## config.mk

```make
export PLATFORM = sky130hd
export DESIGN_NAME = hazard_ctrl
export DESIGN_NICKNAME = d
export VERILOG_FILES = /design/src/rtl/hazard_pkg.sv /design/src/rtl/sat_counter.sv /design/src/rtl/hazard_ctrl.sv
export SDC_FILE = /design/constraint.sdc
export NUM_CORES = 1
export LEC_CHECK = 0
export CAP_MARGIN = 15
export CORE_AREA = 2 2 114 116
export DETAILED_ROUTE_END_ITERATION = 10
export DIE_AREA = 0 0 116 118
export GPL_ROUTABILITY_DRIVEN = 0
export PLACE_DENSITY_LB_ADDON = 0.12
export SLEW_MARGIN = 20
export SYNTH_ARGS = -nofsm -noshare
export SYNTH_HDL_FRONTEND = slang
export SYNTH_SLANG_ARGS = --single-unit
export TNS_END_PERCENT = 100
```

## constraint.sdc

```tcl
create_clock -name clk -period 1.8 [get_ports clk]
set_input_delay 0.36 -clock clk [delete_from_list [all_inputs] [get_ports clk]]
set_output_delay 0.36 -clock clk [all_outputs]
set_load 0.005 [all_outputs]
```

## src/rtl/hazard_pkg.sv

```systemverilog
// Shared types and default constants for the pipeline hazard controller.
package hazard_pkg;

   typedef enum logic [1:0] {
      RUN   = 2'd0,
      REDIR = 2'd1,
      MEMW  = 2'd2
   } hz_state_e;

   localparam int XLEN_DEF  = 64;
   localparam int CNT_W_DEF = 16;

endpackage

```

## src/rtl/sat_counter.sv

```systemverilog
// Up-counter that sticks at its all-ones value instead of wrapping.
module sat_counter #(
   parameter int W = 16
) (
   input  logic         clk,
   input  logic         rst_n,
   input  logic         inc,
   output logic [W-1:0] cnt
);

   logic [W-1:0] cnt_q;
   logic [W-1:0] cnt_d;

   // Advance only while below the saturation value.
   always_comb begin
      cnt_d = cnt_q;
      if (inc && (cnt_q != {W{1'b1}}))
         cnt_d = cnt_q + {{(W-1){1'b0}}, 1'b1};
   end

   // Count register.
   always_ff @(posedge clk or negedge rst_n) begin
      if (!rst_n) cnt_q <= '0;
      else        cnt_q <= cnt_d;
   end

   assign cnt = cnt_q;

endmodule

```

## src/rtl/hazard_ctrl.sv

```systemverilog
// Pipeline hazard controller: memory-wait stalls, operand-not-ready bubbles
// and taken-branch redirects, with saturating stall/redirect counters.
//
// state | meaning
// RUN   | normal flow; accepts branches, applies forwarding stalls
// REDIR | redirect pending; holding target until IFP accepts it
// MEMW  | data memory busy; whole pipe held
module hazard_ctrl
   import hazard_pkg::*;
#(
   parameter int XLEN    = XLEN_DEF,
   parameter int NUM_FWD = 3,
   parameter int CNT_W   = CNT_W_DEF
) (
   input  logic               clk,
   input  logic               rst_n,
   input  logic               branch_taken_EXB,
   input  logic [XLEN-1:0]    branch_target_EXB,
   input  logic [NUM_FWD-1:0] no_fwd_data,
   input  logic               mem_busy,
   input  logic               ifp_ready,
   output logic               stall_IFP,
   output logic               stall_IFR,
   output logic               stall_IDC,
   output logic               stall_IDR,
   output logic               stall_EXB,
   output logic               stall_MEMP,
   output logic               nop_IDR,
   output logic               flush_IFR,
   output logic               flush_IDC,
   output logic               flush_IDR,
   output logic               flush_EXB,
   output logic               redirect_valid_IFP,
   output logic [XLEN-1:0]    redirect_target_IFP,
   output logic [CNT_W-1:0]   stall_cnt,
   output logic [CNT_W-1:0]   redirect_cnt
);

   hz_state_e     state_q, state_d;
   logic [XLEN-1:0] tgt_q, tgt_d;
   logic          fwd_stall;
   logic          stall_all, stall_front, flush_front, redir_inc;

   assign fwd_stall = |no_fwd_data;

   // Next state and control decode; rst_n gates outputs so reset clears them
   // asynchronously, without waiting for an edge.
   always_comb begin
      state_d             = state_q;
      tgt_d               = tgt_q;
      stall_all           = 1'b0;
      stall_front         = 1'b0;
      nop_IDR             = 1'b0;
      flush_front         = 1'b0;
      redir_inc           = 1'b0;
      redirect_valid_IFP  = 1'b0;
      redirect_target_IFP = tgt_q;
      case (state_q)
         REDIR: begin
            redirect_valid_IFP = 1'b1;
            flush_front        = 1'b1;
            if (ifp_ready) state_d = RUN;
         end
         default: begin
            if (mem_busy) begin
               stall_all = 1'b1;
               state_d   = MEMW;
            end else begin
               state_d = RUN;
               if (branch_taken_EXB) begin
                  flush_front = 1'b1;
                  redir_inc   = 1'b1;
                  if (ifp_ready) begin
                     redirect_valid_IFP  = 1'b1;
                     redirect_target_IFP = branch_target_EXB;
                  end else begin
                     tgt_d   = branch_target_EXB;
                     state_d = REDIR;
                  end
               end else if (fwd_stall) begin
                  stall_front = 1'b1;
                  nop_IDR     = 1'b1;
               end
            end
         end
      endcase
      if (!rst_n) begin
         stall_all          = 1'b0;
         stall_front        = 1'b0;
         nop_IDR            = 1'b0;
         flush_front        = 1'b0;
         redir_inc          = 1'b0;
         redirect_valid_IFP = 1'b0;
      end
   end

   assign stall_IFP  = stall_all | stall_front;
   assign stall_IFR  = stall_all | stall_front;
   assign stall_IDC  = stall_all | stall_front;
   assign stall_IDR  = stall_all;
   assign stall_EXB  = stall_all;
   assign stall_MEMP = stall_all;
   assign flush_IFR  = flush_front;
   assign flush_IDC  = flush_front;
   assign flush_IDR  = flush_front;
   assign flush_EXB  = 1'b0;

   // State and latched redirect target.
   always_ff @(posedge clk or negedge rst_n) begin
      if (!rst_n) begin
         state_q <= RUN;
         tgt_q   <= '0;
      end else begin
         state_q <= state_d;
         tgt_q   <= tgt_d;
      end
   end

   sat_counter #(.W(CNT_W)) u_stall_cnt (
      .clk   (clk),
      .rst_n (rst_n),
      .inc   (stall_IFP),
      .cnt   (stall_cnt)
   );

   sat_counter #(.W(CNT_W)) u_redirect_cnt (
      .clk   (clk),
      .rst_n (rst_n),
      .inc   (redir_inc),
      .cnt   (redirect_cnt)
   );

endmodule

```

==> impl_metrics.toml <==
[run_status]
outcome = "finished with violations"
violations = "setup timing"

[detailed_routing]
vias_per_cell = 4.86
post_drt_wl_per_cell_um = 16.6
num_vias = 3845
ant_nets = 0
wirelength_mm = 13.1
drt_pass1_iterations = 4
drt_iter0_drc = 123
drcViolationCount = 0

[placement]
place_area_um2 = 7180
portBuffers = 178
post-dp-hpwl_mm = 8.52

[yosys]
yosysMostFrequentCell = "mux2_2"
syn_area_per_cell_um2 = 13.1
synthTopCellsByArea = "dfrtp_1, mux2_2, xor2_1"
async_reset_ff_share_pct = 100
syn_nets = 444
synthCells = 370
synth_top_area_share_pct = 50.5
ys_ff_latch = 98
synth_area_um2 = 4860
ys_top_cells_by_count = "mux2_2, dfrtp_1, nand2_1, xor2_1"
synth-edff-count = 0
yosys.area.top_type = "dfrtp_1"
ys_warn_count = 0
synth_cell_types = 37
yosysSeqAreaShare_pct = 50.5
synth_ff_type = "dfrtp_1"

[worst_setup_path]
cp_max_fo = 7
slowest_delay_ns = 0.38
end_kind = "primary output"
cp-start-kind = "register"
crit_chain = "nand2b_4, nand3_4, buf_12, buf_8, buf_16, mux2_4, buf_6"
required_ns = 1.44
crit_arrival_ns = 1.79
crit_type = "register to primary output"
slowest_stage = "dfrtp_1"
reg2regPathDepth = 7

[timing]
setup_viol = 75
drv_slew = 0
slew_headroom_pct = 51.8
fmax_mhz = 465
finalHoldViolations = 0
layout_setup_ws_ns = -0.352
whs_ns = 0.0563
min_period_ns = 2.15
rsz0062_at_grt = "yes"
worst_pin_slew_ns = 0.724
final.setup_skew_ns = 0.00553
finalCritPeriodShare_pct = 120

[clocking]
worstSkewPairLatency_ns = 0.34
path_clk_slew_ns = 0.06
numClockSinks = 98
clockBufferDepth = 2
root_buffer = "clkbuf_16"
cts-htree-levels = 3
cts_tree = "yes"
cts_buffers = 9

[grt]
grt_max_degree = 57
antenna_found_initial = 1
grtUsageTotal_pct = 19.3
overflow = 0
grt_first_pass_wirelength_mm = 20.8
grt_pass1_vias = 4058

[cells_and_area]
nets = 691
multiInputGateArea_um2 = 2600
area_growth_pct = 68.7
nFillCells = 978
diodes = 0
post-route-cell-area_um2 = 8200
regArea_um2 = 2450
drive_gt1_share_pct = 50.1

[power_and_ir_drop]
p_leak_nw = 3.86
power-per-cell-area_nw_per_um2 = 879
ir_worst_vdd_mv = 0.615

[floorplanning]
core_area_um2 = 12400
start_util_pct = 39.1
die_h_um = 118
die_w_um = 116
ios = 180
num_rows = 41
die_area_um2 = 13700

[flow_run]
cap_violations = 0

[hold_path]
holdCritPathClass = "input pin to async pin"
what timing repair did:
action	CTS	global route
hold buffers	1	0
cloned	7	1
setup buffers	16	9
pin swaps	3	4
endpoints found under the setup margin	157	157
hold endpoints to repair	7	0
gates resized for setup	354	90
path summary, 6_finish.rpt:
kind	startpoint	endpoint	slack (ns)
min reg2reg	u_stall_cnt.cnt[4]	u_stall_cnt.cnt[4]	0.49
max reg2reg	state_q[0]	u_stall_cnt.cnt[1]	-0.02
max in group asynchronous	rst_n	tgt_q[2]	1.10
min	rst_n	state_q[0]	0.06
min in group clk	u_stall_cnt.cnt[4]	u_stall_cnt.cnt[4]	0.49
max	state_q[1]	redirect_target_IFP[15]	-0.35
power by group:
| part | switching (mW) | internal [mW] | leakage, nW |
|---|---|---|---|
| logic | 0.821 | 1.78 | 2.52 |
| clock network | 0.757 | 0.991 | 0.128 |
| registers | 0.246 | 2.61 | 1.21 |
per-stage QoR:
step	setup TNS [ns]	setup WS, ns	utilization, %	total power, mW	instances
after global routing	-26.16	-0.408	66.0	7.62	791
final	-21.07	-0.352	66.0	7.21	791
after CTS	-25.26	-0.451	63.0	6.99	786
after floorplan	0	0.104	-	3.73	370
after global placement	-90.45	-0.708	57.8	5.07	751
after detailed placement	-94.89	-0.739	57.8	5.14	751
state kept, by name (all words and copies together) (netlist names):
| signal | cells |
|---|---|
| tgt_q | 64 |
| u_redirect_cnt.cnt | 16 |
| u_stall_cnt.cnt | 16 |
| state_q | 2 |
layout by cell type, fill, tap and decap left out, types with 2 or more instances in the layout:
master and instances:
buf_8 3, dlygate4sd2_1 6, dfrtp_1 98, nor3_4 3
ha_1 2, and3_1 4, inv_1 3, nor4_2 2
clkdlybuf4s15_2 5, xor2_1 15, nand3_1 8, buf_4 56
nor2_1 10, buf_12 9, or4_4 2, clkdlybuf4s50_1 98
buf_16 5, mux2_1 5, mux2_2 66, clkbuf_16 10
nand2b_1 2, nor3_1 5, and3_4 2, clkbuf_8 2
clkbuf_2 5, mux2_4 60, nand2_1 15, buf_6 62
clkbuf_1 2, nor2_2 2, buf_2 5, and4_1 4
a21oi_1 2, xnor2_1 11, nand4_1 9
routing by layer:
metal	vias up	share of wire, %	track usage, %
li1	1818	-	-
met1	1900	43	24.4
met2	109	50	32.2
met3	16	5.9	4.84
met4	2	1.5	6.10
met5	-	0.099	0
cells by family (layout without fill, tap and decap cells):
family	Yosys count	in the layout	share of synthesized area [%]
AO/OA/AOI/OAI	8	8	1.13
XOR/XNOR	27	27	4.87
adder cells (fa/ha/maj)	2	2	0.515
buffers and inverters	23	272	2.70
flip-flops	98	98	50.5
multiplexers	131	131	30.4
other	1	1	0.0772
AND/OR/NAND/NOR	80	80	9.86
area by class of cell:
| class | count | share of cell area, % |
|---|---|---|
| Multi-Input combinational cell | 249 | 31.7 |
| Sequential cell | 98 | 29.9 |
| Inverter | 3 | 0.137 |
| Tap cell | 172 | 2.63 |
| Clock buffer | 13 | 3.18 |
| Timing Repair Buffer | 256 | 32.4 |
critical path: cells and delay by family (launching register included):
family | cells | cell delay (ns)
flops | 1 | 0.38
mux | 1 | 0.31
buf+inv | 4 | 0.51
simple gates | 2 | 0.25
No activity file was read; power rests on OpenSTA's default activity.
